## src/rtl/pipe_ctrl_pkg.sv

```systemverilog
// Shared constants for the pipeline control unit:
// stall encodings, stage indices and jump FSM states.
package pipe_ctrl_pkg;

    localparam logic STOP   = 1'b1;
    localparam logic NOSTOP = 1'b0;

    localparam int STG_PC  = 0;
    localparam int STG_IF  = 1;
    localparam int STG_ID  = 2;
    localparam int STG_EX  = 3;
    localparam int STG_MEM = 4;
    localparam int STG_WB  = 5;

    localparam logic [5:0] STALL_BUS  = 6'b011111;
    localparam logic [5:0] STALL_EXE  = 6'b001111;
    localparam logic [5:0] STALL_LU   = 6'b000111;
    localparam logic [5:0] STALL_NONE = 6'b000000;

    localparam int ZERO_REG = 0;

    typedef enum logic {
        S_IDLE,
        S_PEND
    } jstate_t;

endpackage

```

## src/rtl/pipe_ctrl_if.sv

```systemverilog
// Hazard/control bundle between the pipeline and pipe_ctrl.
// master drives the pipeline-side status, slave is the control unit.
interface pipe_ctrl_if #(
    parameter int ADDR_WIDTH  = 32,
    parameter int RADDR_WIDTH = 5,
    parameter int CNT_WIDTH   = 32
);
    logic                   ex_is_load_i;
    logic [RADDR_WIDTH-1:0] ex_rd_i;
    logic [RADDR_WIDTH-1:0] id_rs1_i;
    logic [RADDR_WIDTH-1:0] id_rs2_i;
    logic                   id_rs1_re_i;
    logic                   id_rs2_re_i;
    logic                   ex_busy_i;
    logic                   mem_req_i;
    logic                   mem_ack_i;
    logic                   jump_req_i;
    logic [ADDR_WIDTH-1:0]  jump_addr_i;
    logic [5:0]             stall_o;
    logic                   flush_jump_o;
    logic                   jump_o;
    logic [ADDR_WIDTH-1:0]  jump_addr_o;
    logic                   timeout_err_o;
    logic [CNT_WIDTH-1:0]   stall_cnt_o;

    modport master (
        output ex_is_load_i, ex_rd_i, id_rs1_i, id_rs2_i,
        output id_rs1_re_i, id_rs2_re_i, ex_busy_i,
        output mem_req_i, mem_ack_i, jump_req_i, jump_addr_i,
        input  stall_o, flush_jump_o, jump_o, jump_addr_o,
        input  timeout_err_o, stall_cnt_o
    );

    modport slave (
        input  ex_is_load_i, ex_rd_i, id_rs1_i, id_rs2_i,
        input  id_rs1_re_i, id_rs2_re_i, ex_busy_i,
        input  mem_req_i, mem_ack_i, jump_req_i, jump_addr_i,
        output stall_o, flush_jump_o, jump_o, jump_addr_o,
        output timeout_err_o, stall_cnt_o
    );

endinterface

```

## src/rtl/pipe_ctrl_hazard_detect.sv

```systemverilog
// Load-use hazard compare between the load in EXE
// and the source operands of the instruction in ID.
module hazard_detect
    import pipe_ctrl_pkg::*;
#(
    parameter int RADDR_WIDTH = 5
) (
    input  logic                   i_ex_is_load,
    input  logic [RADDR_WIDTH-1:0] i_ex_rd,
    input  logic [RADDR_WIDTH-1:0] i_id_rs1,
    input  logic [RADDR_WIDTH-1:0] i_id_rs2,
    input  logic                   i_rs1_re,
    input  logic                   i_rs2_re,
    output logic                   o_load_use
);

    logic w_rd_nz;
    logic w_hit1;
    logic w_hit2;

    // x0 is never written, so a load to it cannot create a hazard
    assign w_rd_nz = (i_ex_rd != RADDR_WIDTH'(ZERO_REG));
    assign w_hit1  = i_rs1_re & (i_id_rs1 == i_ex_rd);
    assign w_hit2  = i_rs2_re & (i_id_rs2 == i_ex_rd);

    assign o_load_use = i_ex_is_load & w_rd_nz & (w_hit1 | w_hit2);

endmodule

```

## src/rtl/pipe_ctrl.sv

```systemverilog
// Pipeline hazard/control unit: stall vector, jump flush,
// deferred jumps, bus-wait timeout and stall-cycle counter.
module pipe_ctrl
    import pipe_ctrl_pkg::*;
#(
    parameter int ADDR_WIDTH  = 32,
    parameter int RADDR_WIDTH = 5,
    parameter int TIMEOUT     = 255,
    parameter int CNT_WIDTH   = 32
) (
    input  logic        clk_i,
    input  logic        rst_n_i,
    pipe_ctrl_if.slave  bus
);

    localparam int TW = $clog2(TIMEOUT + 1);
    localparam logic [TW-1:0] TMAX = TW'(TIMEOUT);

    jstate_t               r_state;
    logic [ADDR_WIDTH-1:0] r_tgt;
    logic [TW-1:0]         r_tcnt;
    logic                  r_err;
    logic [CNT_WIDTH-1:0]  r_scnt;

    logic                  w_mem_wait;
    logic                  w_ds;
    logic                  w_lu;
    logic                  w_issue;
    logic [5:0]            w_stall;
    logic [ADDR_WIDTH-1:0] w_jaddr;

    hazard_detect #(
        .RADDR_WIDTH (RADDR_WIDTH)
    ) u_hazard (
        .i_ex_is_load (bus.ex_is_load_i),
        .i_ex_rd      (bus.ex_rd_i),
        .i_id_rs1     (bus.id_rs1_i),
        .i_id_rs2     (bus.id_rs2_i),
        .i_rs1_re     (bus.id_rs1_re_i),
        .i_rs2_re     (bus.id_rs2_re_i),
        .o_load_use   (w_lu)
    );

    assign w_mem_wait = bus.mem_req_i & ~bus.mem_ack_i;
    assign w_ds       = w_mem_wait | bus.ex_busy_i;

    // A fresh request is the newest target, so it beats a pending one
    assign w_issue = rst_n_i & ~w_ds
                   & (bus.jump_req_i | (r_state == S_PEND));
    assign w_jaddr = bus.jump_req_i ? bus.jump_addr_i : r_tgt;

    always_comb begin
        w_stall = STALL_NONE;
        if (w_mem_wait) begin
            w_stall = STALL_BUS;
        end else if (bus.ex_busy_i) begin
            w_stall = STALL_EXE;
        end else if (w_lu & ~w_issue) begin
            w_stall = STALL_LU;
        end
    end

    assign bus.stall_o       = w_stall;
    assign bus.jump_o        = w_issue;
    assign bus.flush_jump_o  = w_issue;
    assign bus.jump_addr_o   = w_jaddr;
    assign bus.timeout_err_o = r_err;
    assign bus.stall_cnt_o   = r_scnt;

    always_ff @(posedge clk_i) begin
        if (!rst_n_i) begin
            r_state <= S_IDLE;
            r_tgt   <= '0;
            r_tcnt  <= '0;
            r_err   <= 1'b0;
            r_scnt  <= '0;
        end else begin
            unique case (r_state)
                S_IDLE: begin
                    if (bus.jump_req_i && w_ds) begin
                        r_tgt   <= bus.jump_addr_i;
                        r_state <= S_PEND;
                    end
                end
                S_PEND: begin
                    if (!w_ds) begin
                        r_state <= S_IDLE;
                    end else if (bus.jump_req_i) begin
                        r_tgt <= bus.jump_addr_i;
                    end
                end
                default: r_state <= S_IDLE;
            endcase

            if (w_mem_wait) begin
                if (r_tcnt != TMAX) begin
                    r_tcnt <= r_tcnt + 1'b1;
                end
                if (r_tcnt == TMAX - 1'b1) begin
                    r_err <= 1'b1;
                end
            end else begin
                r_tcnt <= '0;
            end

            if (w_stall != STALL_NONE && r_scnt != '1) begin
                r_scnt <= r_scnt + 1'b1;
            end
        end
    end

endmodule

```

## src/flat_wrapper.sv

```systemverilog
// flat-port wrapper written by rule: the top's interface ports become plain ports
module pipe_ctrl_flat import pipe_ctrl_pkg::*;
#(
    parameter int ADDR_WIDTH  = 32,
    parameter int RADDR_WIDTH = 5,
    parameter int TIMEOUT     = 255,
    parameter int CNT_WIDTH   = 32
)
  (clk_i, rst_n_i, bus_ex_is_load_i, bus_ex_rd_i, bus_id_rs1_i, bus_id_rs2_i, bus_id_rs1_re_i, bus_id_rs2_re_i, bus_ex_busy_i, bus_mem_req_i, bus_mem_ack_i, bus_jump_req_i, bus_jump_addr_i, bus_stall_o, bus_flush_jump_o, bus_jump_o, bus_jump_addr_o, bus_timeout_err_o, bus_stall_cnt_o);
  pipe_ctrl_if #(.ADDR_WIDTH(ADDR_WIDTH), .RADDR_WIDTH(RADDR_WIDTH), .CNT_WIDTH(CNT_WIDTH)) bus_i ();
  input  logic clk_i;
  input  logic rst_n_i;
  input wire logic [$bits(bus_i.ex_is_load_i)-1:0] bus_ex_is_load_i;
  input wire logic [$bits(bus_i.ex_rd_i)-1:0] bus_ex_rd_i;
  input wire logic [$bits(bus_i.id_rs1_i)-1:0] bus_id_rs1_i;
  input wire logic [$bits(bus_i.id_rs2_i)-1:0] bus_id_rs2_i;
  input wire logic [$bits(bus_i.id_rs1_re_i)-1:0] bus_id_rs1_re_i;
  input wire logic [$bits(bus_i.id_rs2_re_i)-1:0] bus_id_rs2_re_i;
  input wire logic [$bits(bus_i.ex_busy_i)-1:0] bus_ex_busy_i;
  input wire logic [$bits(bus_i.mem_req_i)-1:0] bus_mem_req_i;
  input wire logic [$bits(bus_i.mem_ack_i)-1:0] bus_mem_ack_i;
  input wire logic [$bits(bus_i.jump_req_i)-1:0] bus_jump_req_i;
  input wire logic [$bits(bus_i.jump_addr_i)-1:0] bus_jump_addr_i;
  output wire logic [$bits(bus_i.stall_o)-1:0] bus_stall_o;
  output wire logic [$bits(bus_i.flush_jump_o)-1:0] bus_flush_jump_o;
  output wire logic [$bits(bus_i.jump_o)-1:0] bus_jump_o;
  output wire logic [$bits(bus_i.jump_addr_o)-1:0] bus_jump_addr_o;
  output wire logic [$bits(bus_i.timeout_err_o)-1:0] bus_timeout_err_o;
  output wire logic [$bits(bus_i.stall_cnt_o)-1:0] bus_stall_cnt_o;
  assign bus_i.ex_is_load_i = bus_ex_is_load_i;
  assign bus_i.ex_rd_i = bus_ex_rd_i;
  assign bus_i.id_rs1_i = bus_id_rs1_i;
  assign bus_i.id_rs2_i = bus_id_rs2_i;
  assign bus_i.id_rs1_re_i = bus_id_rs1_re_i;
  assign bus_i.id_rs2_re_i = bus_id_rs2_re_i;
  assign bus_i.ex_busy_i = bus_ex_busy_i;
  assign bus_i.mem_req_i = bus_mem_req_i;
  assign bus_i.mem_ack_i = bus_mem_ack_i;
  assign bus_i.jump_req_i = bus_jump_req_i;
  assign bus_i.jump_addr_i = bus_jump_addr_i;
  assign bus_stall_o = bus_i.stall_o;
  assign bus_flush_jump_o = bus_i.flush_jump_o;
  assign bus_jump_o = bus_i.jump_o;
  assign bus_jump_addr_o = bus_i.jump_addr_o;
  assign bus_timeout_err_o = bus_i.timeout_err_o;
  assign bus_stall_cnt_o = bus_i.stall_cnt_o;
  pipe_ctrl #(.ADDR_WIDTH(ADDR_WIDTH), .RADDR_WIDTH(RADDR_WIDTH), .TIMEOUT(TIMEOUT), .CNT_WIDTH(CNT_WIDTH)) u_core (.clk_i(clk_i), .rst_n_i(rst_n_i), .bus(bus_i));
endmodule
```

## config.mk

```make
export PLATFORM = sky130hd
export DESIGN_NAME = pipe_ctrl_flat
export DESIGN_NICKNAME = d
export VERILOG_FILES = /design/src/rtl/pipe_ctrl_pkg.sv /design/src/rtl/pipe_ctrl_if.sv /design/src/rtl/pipe_ctrl_hazard_detect.sv /design/src/rtl/pipe_ctrl.sv /design/src/flat_wrapper.sv
export SDC_FILE = /design/constraint.sdc
export NUM_CORES = 1
export LEC_CHECK = 0
export ABC_CLOCK_PERIOD_IN_PS = 2100
export CORE_AREA = 5 5 133 84
export DETAILED_ROUTE_END_ITERATION = 10
export DIE_AREA = 0 0 138 89
export HOLD_SLACK_MARGIN = 0.15
export PLACE_DENSITY_LB_ADDON = 0.08
export SLEW_MARGIN = 0
export SYNTH_ARGS = -nofsm -noshare
export SYNTH_HDL_FRONTEND = slang
export SYNTH_SLANG_ARGS = --single-unit
```

## constraint.sdc

```tcl
create_clock -name clk_i -period 2.1 [get_ports clk_i]
set_clock_uncertainty 0.1 [all_clocks]
set_input_delay 0.21 -clock clk_i [delete_from_list [all_inputs] [get_ports clk_i]]
set_output_delay 0.21 -clock clk_i [all_outputs]
set_load 0.01 [all_outputs]
```

==> reports/results.txt, run 1 <==
fillers = 849
Worst R2R Setup Slack = -80 ps
n_diodes = 0
type of destination of the critical path = flop
Clk Latency, worst-skew pair = 330 ps
R2R depth = 9
FP Rows = 28
post-synth top area share = 0.397
buffers and inverters on the worst path = 2
data arrival time of the critical path = 2340 ps
Worst R2R Start = u_core.bus.stall_cnt_o[0]
leading area contributor after synthesis = dfxtp_1
I/O pin cnt = 129
drt drc = 0
Non-Filler Cell Area, Final = 6200 um^2
Post-Syn Area = 3730 um^2
Worst setup SP type = flop
vias in the first global route = 3721
antenna viol nets, final = 0
Hold Path Stages = 3
first-pass GRT wire length = 19300 um
synthesis-to-layout area growth = 66.2%
Starting Density = 0.383
failing checks = setup timing
total grt overflow = 0
CORE AREA = 9740 um^2
status = complete, but fails checks
synth unique cells = 51
worst hold path startpoint = bus_jump_addr_i[6]
pwr dens = 614 nW/um^2
synth warn = 0
Die Area = 12300 um^2
top cells by area, synth = dfxtp_1 (40%), mux2_2 (9.7%), nand2_1 (8.9%)
Final Routed Wirelength = 12500 um
crit-path max FO = 9
Die Span X = 138 um
area occupied by multi-input gates = 2270 um^2
kind of critical path = reg2reg
CP max stage cell = or4_1
Hold Crit Endpoint = u_core.r_tgt[6]
Post-DP Area = 5500 um^2
flops & latches, synth = 74
drt initial violations = 350
Nets = 691
post-route minimum period = 2180 ps
Finished Core Util = 0.637
Final setup viols = 10
Register Area = 1500 um^2
fin crit share = 1.04
ys async rst share = 0
Lkg Pwr = 2.34 nW
CTS root buffer = clkbuf_16
gr usage total = 0.194
initial antenna violation count = 0
Stages on worst setup path = 9
Port Buffers = 127
FF-to-FF End = u_core.bus.stall_cnt_o[18]
largest net degree at the start of global routing = 33
routed vias = 4042
DP HPWL = 8660 um
Num CTS Buffers = 9
number of synthesized flops with an enable pin = 0
Crit path max-delay family = simple AND/OR/NAND/NOR gates
Fmax = 0.460 GHz
CTS tree = built
RSZ-0062 raised after global routing = true
crit-path cells = ha_4, and3_4, and4_4, a32oi_2, nand2_4, buf_12, buf_16, or4_1, a21oi_1
Hold-fix buffers, CTS = 0
CTS clk-pin slew, worst paths = 60 ps
Sink Count = 74
Post-Synthesis Net Count = 518
final worst slack = -75.2 ps
share of cells above drive strength 1 = 0.248
syn_area_per_cell = 8.13 um^2
slowest stage delay, CP = 390 ps
most used flip-flop cell after synthesis = dfxtp_1
First-pass DRT Iterations = 5
H-tree level count = 3
via/cell ratio = 5.24
Die Height = 89 um
Peak VDD IR = 0.502 mV
Syn Inst Count = 459
clk buf depth = 2
WL/cell = 16.2 um
Max-Cap Viols = 0
sequential fraction of the synthesis area = 0.397
Placer Congestion = 0.834
fin. max-slew vios = 0
Final Hold Fails = 0
worst min-delay path category = in2reg
worst endpoint required time = 2260 ps
-- synth_stat cells, drive strengths merged (3+ instances only) --
master	n
a21oi	57
a31oi	3
and2	8
and3	5
and4	3
buf	9
clkbuf	23
dfxtp	74
ha	3
inv	6
mux2	32
nand2	89
nand3	19
nand4	9
nor2	15
nor3	6
nor4	6
o21ai	19
o31ai	7
or3	17
or4	9
xnor2	3
xor2	11
-- stage by stage --
stage | cells | power [mW] | setup TNS, ps | setup slack (ps) | hold WS [ps]
detailed placement | 742 | 2.08 | -22570 | -542 | 346
floorplan | 459 | 1.75 | -24.7 | -24.7 | 246
CTS | 765 | 3.83 | -209 | -58.9 | 341
global placement | 742 | 2.07 | -18770 | -424 | 339
finish | 771 | 3.81 | -350 | -75.2 | 351
global route | 771 | 3.97 | -1520 | -131 | 363
-- cell usage in the layout (no fill, tap or decap), drive strengths merged, types with 5 or more instances in the layout --
| master | n |
|---|---|
| inv | 6 |
| clkbuf | 12 |
| nor3 | 6 |
| nand3 | 19 |
| mux2 | 32 |
| or4 | 9 |
| xor2 | 11 |
| a21oi | 57 |
| and3 | 5 |
| clkdlybuf4s50 | 113 |
| o21ai | 19 |
| nor2 | 15 |
| nand2 | 89 |
| dfxtp | 74 |
| buf | 68 |
| and2 | 8 |
| dlygate4sd2 | 9 |
| or3 | 17 |
| o31ai | 7 |
| nor4 | 6 |
| nand4 | 9 |
-- flip-flops by register name (all words and copies together), names as in the netlist --
| name | flops |
|---|---|
| u_core.bus.stall_cnt_o | 32 |
| u_core.bus.timeout_err_o | 1 |
| u_core.r_state | 1 |
| u_core.r_tcnt | 8 |
| u_core.r_tgt | 32 |
-- cell type report --
type	count	share of cell area
multi-input cells	346	0.366
repair buffers	194	0.307
flip-flops and latches	74	0.242
clock buffers	12	0.0466
well taps	135	0.0272
clock inverters	3	0.00686
inverters	7	0.00423
-- routing by layer --
| layer | GRT usage | up-vias | part of all wire |
|---|---|---|---|
| met1 | 0.273 | 1885 | 0.48 |
| li1 | - | 1990 | - |
| met4 | 0.0430 | 0 | 0.0069 |
| met2 | 0.281 | 157 | 0.43 |
| met3 | 0.0754 | 10 | 0.085 |
| met5 | 0 | - | 0 |
-- tightest hold or removal path: stages --
cell and delay (ps):
clkdlybuf4s50_1 410, nand2_1 60, a21oi_1 50
-- how the worst max path moves through the flow --
stage / startpoint / end
global route: u_core.bus.stall_cnt_o[0] / u_core.bus.stall_cnt_o[18]
floorplan: u_core.bus.stall_cnt_o[0] / u_core.bus.stall_cnt_o[11]
global placement: bus_ex_rd_i[2] / u_core.bus.stall_cnt_o[13]
finish: u_core.bus.stall_cnt_o[0] / u_core.bus.stall_cnt_o[18]
detailed placement: bus_ex_rd_i[2] / u_core.bus.stall_cnt_o[13]
CTS: u_core.bus.stall_cnt_o[0] / u_core.bus.stall_cnt_o[7]
-- power by group --
part,switching [mW],internal [mW]
logic,0.286,0.386
registers,0.0220,1.44
clock network,0.583,1.09
total,0.891,2.92
-- cells by family (layout without fill, tap and decap cells) --
logic type,after synthesis,after routing,share of synthesized area
AND/OR/NAND/NOR,193,193,0.255
AO/OA/AOI/OAI,101,101,0.155
flip-flops,74,74,0.397
buffers and inverters,39,216,0.0473
multiplexers,34,34,0.102
XOR/XNOR,14,14,0.0329
adder cells (fa/ha/maj),3,3,0.0101
other,1,1,0.00100
-- what timing repair did --
item	in CTS	in global routing
setup buffers	4	6
gates cloned	4	0
pin swaps	15	19
endpoints found under the hold margin	0	0
endpoints found under the setup margin	69	35
gates resized for setup	35	44
Power figures use the tool's default switching activity.
==> run 2, diff against run 1 <==
--- a/config.mk
+++ b/config.mk
@@ -6,6 +6,7 @@
 export NUM_CORES = 1
 export LEC_CHECK = 0
 export ABC_CLOCK_PERIOD_IN_PS = 2100
+export CAP_MARGIN = 20
 export CORE_AREA = 5 5 133 84
 export DETAILED_ROUTE_END_ITERATION = 10
 export DIE_AREA = 0 0 138 89
==> results of run 2 <==
No change in the layout: final DEF, timing and power equal those of run 1.
==> run 3, diff against run 2 <==
--- a/config.mk
+++ b/config.mk
@@ -8,10 +8,12 @@
 export ABC_CLOCK_PERIOD_IN_PS = 2100
 export CAP_MARGIN = 20
 export CORE_AREA = 5 5 133 84
+export CTS_CLUSTER_DIAMETER = 100
 export DETAILED_ROUTE_END_ITERATION = 10
 export DIE_AREA = 0 0 138 89
 export HOLD_SLACK_MARGIN = 0.15
 export PLACE_DENSITY_LB_ADDON = 0.08
+export RECOVER_POWER = 100
 export SLEW_MARGIN = 0
 export SYNTH_ARGS = -nofsm -noshare
 export SYNTH_HDL_FRONTEND = slang
==> results of run 3 <==
No change in the layout: final DEF, timing and power equal those of run 1.
